File: config.mk
export PLATFORM = sky130hd
export DESIGN_NAME = packet_rr_arbiter
export DESIGN_NICKNAME = d
export VERILOG_FILES = /design/src/rtl/packet_rr_arbiter.sv
export SDC_FILE = /design/constraint.sdc
export NUM_CORES = 1
export LEC_CHECK = 0
export ABC_AREA = 1
export CORE_AREA = 2 2 70 72
export CTS_CLUSTER_DIAMETER = 50
export DETAILED_ROUTE_END_ITERATION = 8
export DIE_AREA = 0 0 72 74
export DONT_BUFFER_PORTS = 1
export PLACE_DENSITY = 0.55
export SLEW_MARGIN = 20
export SYNTH_ARGS = -nofsm -noshare
export SYNTH_HDL_FRONTEND = slang
export SYNTH_SLANG_ARGS = --single-unit
File: constraint.sdc
create_clock -name clk -period 3.2 [get_ports clk]
set_clock_uncertainty 0.15 [all_clocks]
set_input_delay 0.64 -clock clk [delete_from_list [all_inputs] [get_ports clk]]
set_output_delay 0.64 -clock clk [all_outputs]
set_load 0.1 [all_outputs]
File: src/rtl/packet_rr_arbiter.sv
// packet_rr_arbiter
//   Wormhole arbiter sharing one switch output port among PORTS upstream
//   requesters. The port is granted per packet (head to tail) in round-robin
//   order. While a packet owns the port, its req/data are muxed downstream
//   and the downstream ack is routed back to it. A flit watchdog forces
//   release after MAX_FLITS flits without a tail.
//
// Ports:
//   clk, reset        clock, asynchronous active-high reset
//   gen_enable        permits new grants (in-flight packet always completes)
//   req_up_i          per-requester flit valid
//   Data_up_i         per-requester flit data, requester i at [i*WIDTH +: WIDTH]
//   tail_up_i         per-requester tail marker for the current flit
//   ack_up_o          per-requester flit accepted
//   req_dw_o          flit valid to output port
//   Data_dw_o         flit data to output port (0 when idle)
//   ack_dw_i          output port accepts flit
//   Tailpassed_dw_o   one-cycle pulse: tail flit transferred
//   grant_o           one-hot current owner, 0 when idle
//   busy_o            port owned by a packet
//   err_o             one-cycle pulse: watchdog forced release
module packet_rr_arbiter #(
  parameter int unsigned WIDTH     = 32,
  parameter int unsigned PORTS     = 4,
  parameter int unsigned MAX_FLITS = 16
) (
  input  logic                   clk,
  input  logic                   reset,
  input  logic                   gen_enable,
  input  logic [PORTS-1:0]       req_up_i,
  input  logic [PORTS*WIDTH-1:0] Data_up_i,
  input  logic [PORTS-1:0]       tail_up_i,
  output logic [PORTS-1:0]       ack_up_o,
  output logic                   req_dw_o,
  output logic [WIDTH-1:0]       Data_dw_o,
  input  logic                   ack_dw_i,
  output logic                   Tailpassed_dw_o,
  output logic [PORTS-1:0]       grant_o,
  output logic                   busy_o,
  output logic                   err_o
);

  localparam int unsigned PW = $clog2(PORTS);
  localparam int unsigned CW = $clog2(MAX_FLITS + 1);

  typedef enum logic {
    IDLE,
    LOCKED
  } state_e;

  state_e           state_q, state_d;
  logic [PORTS-1:0] grant_q, grant_d;
  logic [PW-1:0]    ptr_q,   ptr_d;
  logic [CW-1:0]    cnt_q,   cnt_d;

  logic [PW-1:0]    owner;
  logic             found;
  logic [PW-1:0]    win;
  int unsigned      idx;
  logic             xfer;
  logic             tail_xfer;
  logic             wd_xfer;

  // Owner index recovered from the one-hot grant register.
  always_comb begin
    owner = '0;
    for (int unsigned i = 0; i < PORTS; i++) begin
      if (grant_q[i]) owner = PW'(i);
    end
  end

  // Round-robin search starting at ptr_q; first requesting index wins.
  always_comb begin
    found = 1'b0;
    win   = '0;
    idx   = 0;
    for (int unsigned k = 0; k < PORTS; k++) begin
      idx = (32'(ptr_q) + k) % PORTS;
      if (!found && req_up_i[PW'(idx)]) begin
        found = 1'b1;
        win   = PW'(idx);
      end
    end
  end

  // Combinational datapath: everything is forced to zero outside LOCKED,
  // which also makes reset drop the port asynchronously.
  always_comb begin
    req_dw_o  = 1'b0;
    Data_dw_o = '0;
    ack_up_o  = '0;
    xfer      = 1'b0;
    tail_xfer = 1'b0;
    wd_xfer   = 1'b0;
    if (state_q == LOCKED) begin
      req_dw_o        = req_up_i[owner];
      Data_dw_o       = Data_up_i[owner*WIDTH +: WIDTH];
      ack_up_o[owner] = ack_dw_i & req_up_i[owner];
      xfer            = req_up_i[owner] & ack_dw_i;
      tail_xfer       = xfer & tail_up_i[owner];
      // Tail has priority over the watchdog on the same flit.
      wd_xfer         = xfer & ~tail_up_i[owner] & (cnt_q == CW'(MAX_FLITS - 1));
    end
  end

  assign Tailpassed_dw_o = tail_xfer;
  assign err_o           = wd_xfer;
  assign grant_o         = grant_q;
  assign busy_o          = (state_q == LOCKED);

  always_comb begin
    state_d = state_q;
    grant_d = grant_q;
    ptr_d   = ptr_q;
    cnt_d   = cnt_q;
    case (state_q)
      IDLE: begin
        if (gen_enable && found) begin
          state_d      = LOCKED;
          grant_d      = '0;
          grant_d[win] = 1'b1;
          cnt_d        = '0;
          ptr_d        = (win == PW'(PORTS - 1)) ? '0 : win + 1'b1;
        end
      end
      LOCKED: begin
        if (tail_xfer || wd_xfer) begin
          state_d = IDLE;
          grant_d = '0;
          cnt_d   = '0;
        end else if (xfer) begin
          cnt_d = cnt_q + 1'b1;
        end
      end
      default: begin
        state_d = IDLE;
        grant_d = '0;
        cnt_d   = '0;
      end
    endcase
  end

  always_ff @(posedge clk or posedge reset) begin
    if (reset) begin
      state_q <= IDLE;
      grant_q <= '0;
      ptr_q   <= '0;
      cnt_q   <= '0;
    end else begin
      state_q <= state_d;
      grant_q <= grant_d;
      ptr_q   <= ptr_d;
      cnt_q   <= cnt_d;
    end
  end

endmodule
==> impl_metrics.csv <==
group,metric,value,unit
setup_path,path_buf_inv,2,
floorplan,ios,184,
yosys,yosys-mux-area-fraction,0,
clock_tree,cts_root_buffer,"clkbuf_8",
yosys,synth_edf_count,0,
drt,wl_per_cell,19.00,um
setup_path,crit_path_end_kind,"output pin",
yosys,synthesis.nets,482,
setup_path,rr_endpoint,"grant_o[0]$_DFFE_PP0P_",
grt,grt_max_degree,53,
setup_path,r2r-start,"grant_o[3]$_DFFE_PP0P_",
placement,pre_cts_ws,378.6,ps
grt,grt_use_total,0.2795,
yosys,synth_ff_type,"dfrtp_1",
timing,holdWs,147.5,ps
timing,drv_slew,0,
grt,grt_pass1_wl,11.85,mm
drt,top_layer,"met4",
layout,post-route-cell-area,3162,um^2
floorplan,die_area,5328,um^2
clock_tree,cts_tree,"yes",
placement,io_buffers,0,
drt,vias_per_cell,6.154,
yosys,yosysWarnings,0,
yosys,yosys.area_share.simple,0.5104,
timing,hold_viol,0,
clock_tree,cts_hold_buf,0,
yosys,synth.avg_cell_area,5.910,um^2
grt,antenna_found_initial,2,
timing,setup_viol_count_final,0,
floorplan,initial_core_util,0.4318,
drt,wl_met2,4.022,mm
timing,timing.fmax,336.3,MHz
outcome,outcome,"finished clean",
clock_tree,htreeDepth,1,
floorplan,die_h,74,um
clock_tree,numCtsBuffers,3,
drt,dr_wl_met3,594,um
yosys,synth_top_family_by_area,"simple AND/OR/NAND/NOR gates",
timing,maxSlewHeadroom,0.3968,
timing,worst_pin_slew,904.9,ps
yosys,ys_ff_latch,12,
yosys,syn_area,1986,um^2
setup_path,cp_common_cell,"nor2_4",
yosys,synth_cells,336,
placement,place_area,3098,um^2
timing,setup_ws,226.3,ps
setup_path,cp.required,2410,ps
setup_path,path_class,"register to output pin",
setup_path,arrival,2180,ps
yosys,synthArstFlopShare,1.000,
setup_path,crit_chain,"nor2_4 > nand3_1 > nand4_1 > nor2_4 > inv_4 > nor4_4 > buf_12",
clock_tree,cts_buffer_depth,2,
setup_path,start_kind,"register",
timing,rsz0062_at_grt,"false",
placement,hpwl,6.247,mm
timing,period_share,0.9293,
drt,drc,0,
floorplan,rows,25,
layout,finalNetCount,507,
setup_path,critPathMaxFanout,35,
drt,vias,2560,
setup_path,slowest_delay,690,ps
grt,first_global_vias,2362,
setup_path,cp_top_family,"simple AND/OR/NAND/NOR gates",
drt,routed_wl,7.904,mm
timing,fin_tns_setup,0,ps
clock_tree,clkSlewWorstSetupHoldPaths,50,ps
yosys,synth_compound_gate_area_share,0.1834,
job,cap_violations,0,
setup_path,cpMaxStageDelayCell,"dfrtp_4",
grt,grt-ovfl-total,0,
setup_path,r2r_cells,9,
layout,drive_above_1_share,0.3250,
min_path,hp-class,"primary input to asynchronous set/reset pin",
yosys,yosysSeqAreaShare,0.1512,
clock_tree,insertion_delay,240,ps
floorplan,die_w,72,um
drt,antenna_left,0,
drt,met1_length,3.060,mm
yosys,ys_types,30,
clock_tree,cts.sinks,12,
setup_path,rrSetupSlack,740,ps
drt,drt_pass1_iterations,5,
floorplan,core,4598,um^2
layout,syn2layout_area_growth,59.23,%
drt,drt-initial-drc-count,183,
placement,routabilityCongestion,0.8046,
yosys,synth_fa_ha_area_frac,0.03781,
timing,fin_crit,2974,ps
yosys,synthXorXnorAreaFrac,0.008822,
state kept, by name (all words and copies together) (netlist names):
| signal | flops |
|---|---|
| cnt_q | 5 |
| ptr_q | 2 |
| busy_o | 1 |
| grant_o | 4 |
cell usage in the layout (no fill, tap or decap), types with 3 or more instances in the layout:
cell type / instances
nand2_1: 103
nand3_1: 88
buf_12: 40
a41oi_2: 32
inv_1: 16
dfrtp_1: 8
nand2_2: 7
nor2_1: 6
ha_1: 6
buf_4: 6
o21ai_1: 5
nor2_2: 5
inv_2: 4
nor2_4: 4
dfrtp_4: 4
clkbuf_8: 4
nand4_1: 3
metrics by stage:
stage | instances | util
after floorplan | 336 | -
after global placement | 410 | 0.6737
after global routing | 416 | 0.6876
after detailed placement | 410 | 0.6737
after CTS | 414 | 0.6857
final | 416 | 0.6876
worst max path at each step:
stage / from / endpoint / slack (ps) / depth (start not counted)
after CTS: grant_o[3]$_DFFE_PP0P_ / err_o / 100 / 9
after floorplan: grant_o[3]$_DFFE_PP0P_ / ack_up_o[0] / -50 / 7
after global placement: grant_o[3]$_DFFE_PP0P_ / err_o / 440 / 9
after global routing: grant_o[3]$_DFFE_PP0P_ / err_o / 60 / 9
final: grant_o[3]$_DFFE_PP0P_ / ack_up_o[0] / 230 / 7
after detailed placement: grant_o[3]$_DFFE_PP0P_ / err_o / 380 / 9
cell type report:
cell class,count,area (um^2)
Sequential cell,12,315.3
Multi-Input combinational cell,274,1765
Tap cell,54,67.56
Antenna cell,2,5.005
Timing Repair Buffer,47,857.1
Fill cell,403,1436
Inverter,23,96.34
Clock buffer,4,55.05
cell families after synthesis:
logic type	count (synthesis)
simple gates	222
buf+inv	50
fa+ha+maj	6
flops	12
xor+xnor	2
compound gates	44
what timing repair did:
| action | CTS | global route |
|---|---|---|
| endpoints found under the setup margin | 0 | 1 |
| setup buffers | 0 | 0 |
| gates resized for setup | 0 | 1 |
layer usage:
metal,GRT usage,vias to the layer above
li1,-,1224
met1,0.3550,1207
met2,0.4743,109
met3,0.05827,20
met4,0.09853,0
met5,0,-
cells in the mapped netlist (2+ instances only):
master    number  area [um^2]
nand2_2        7        43.79
dfrtp_1       12        300.3
nor2_1        12        45.04
nor4_1         2        12.51
a41oi_1       32        280.3
a21oi_1        2        10.01
ha_1           6        75.07
buf_2          9        45.04
o21ai_2        2        17.52
nand4_1        3        18.77
nor2_4         2        22.52
clkbuf_1       9        33.78
nand3_1       88        440.4
inv_1         17        63.81
o21ai_1        5        25.02
xor2_1         2        17.52
inv_2          5        18.77
buf_1          7        26.28
nand2_1      103        386.6
Power is not shown: default switching activity piles up to over one toggle a cycle in this logic, so the estimate is an artifact.
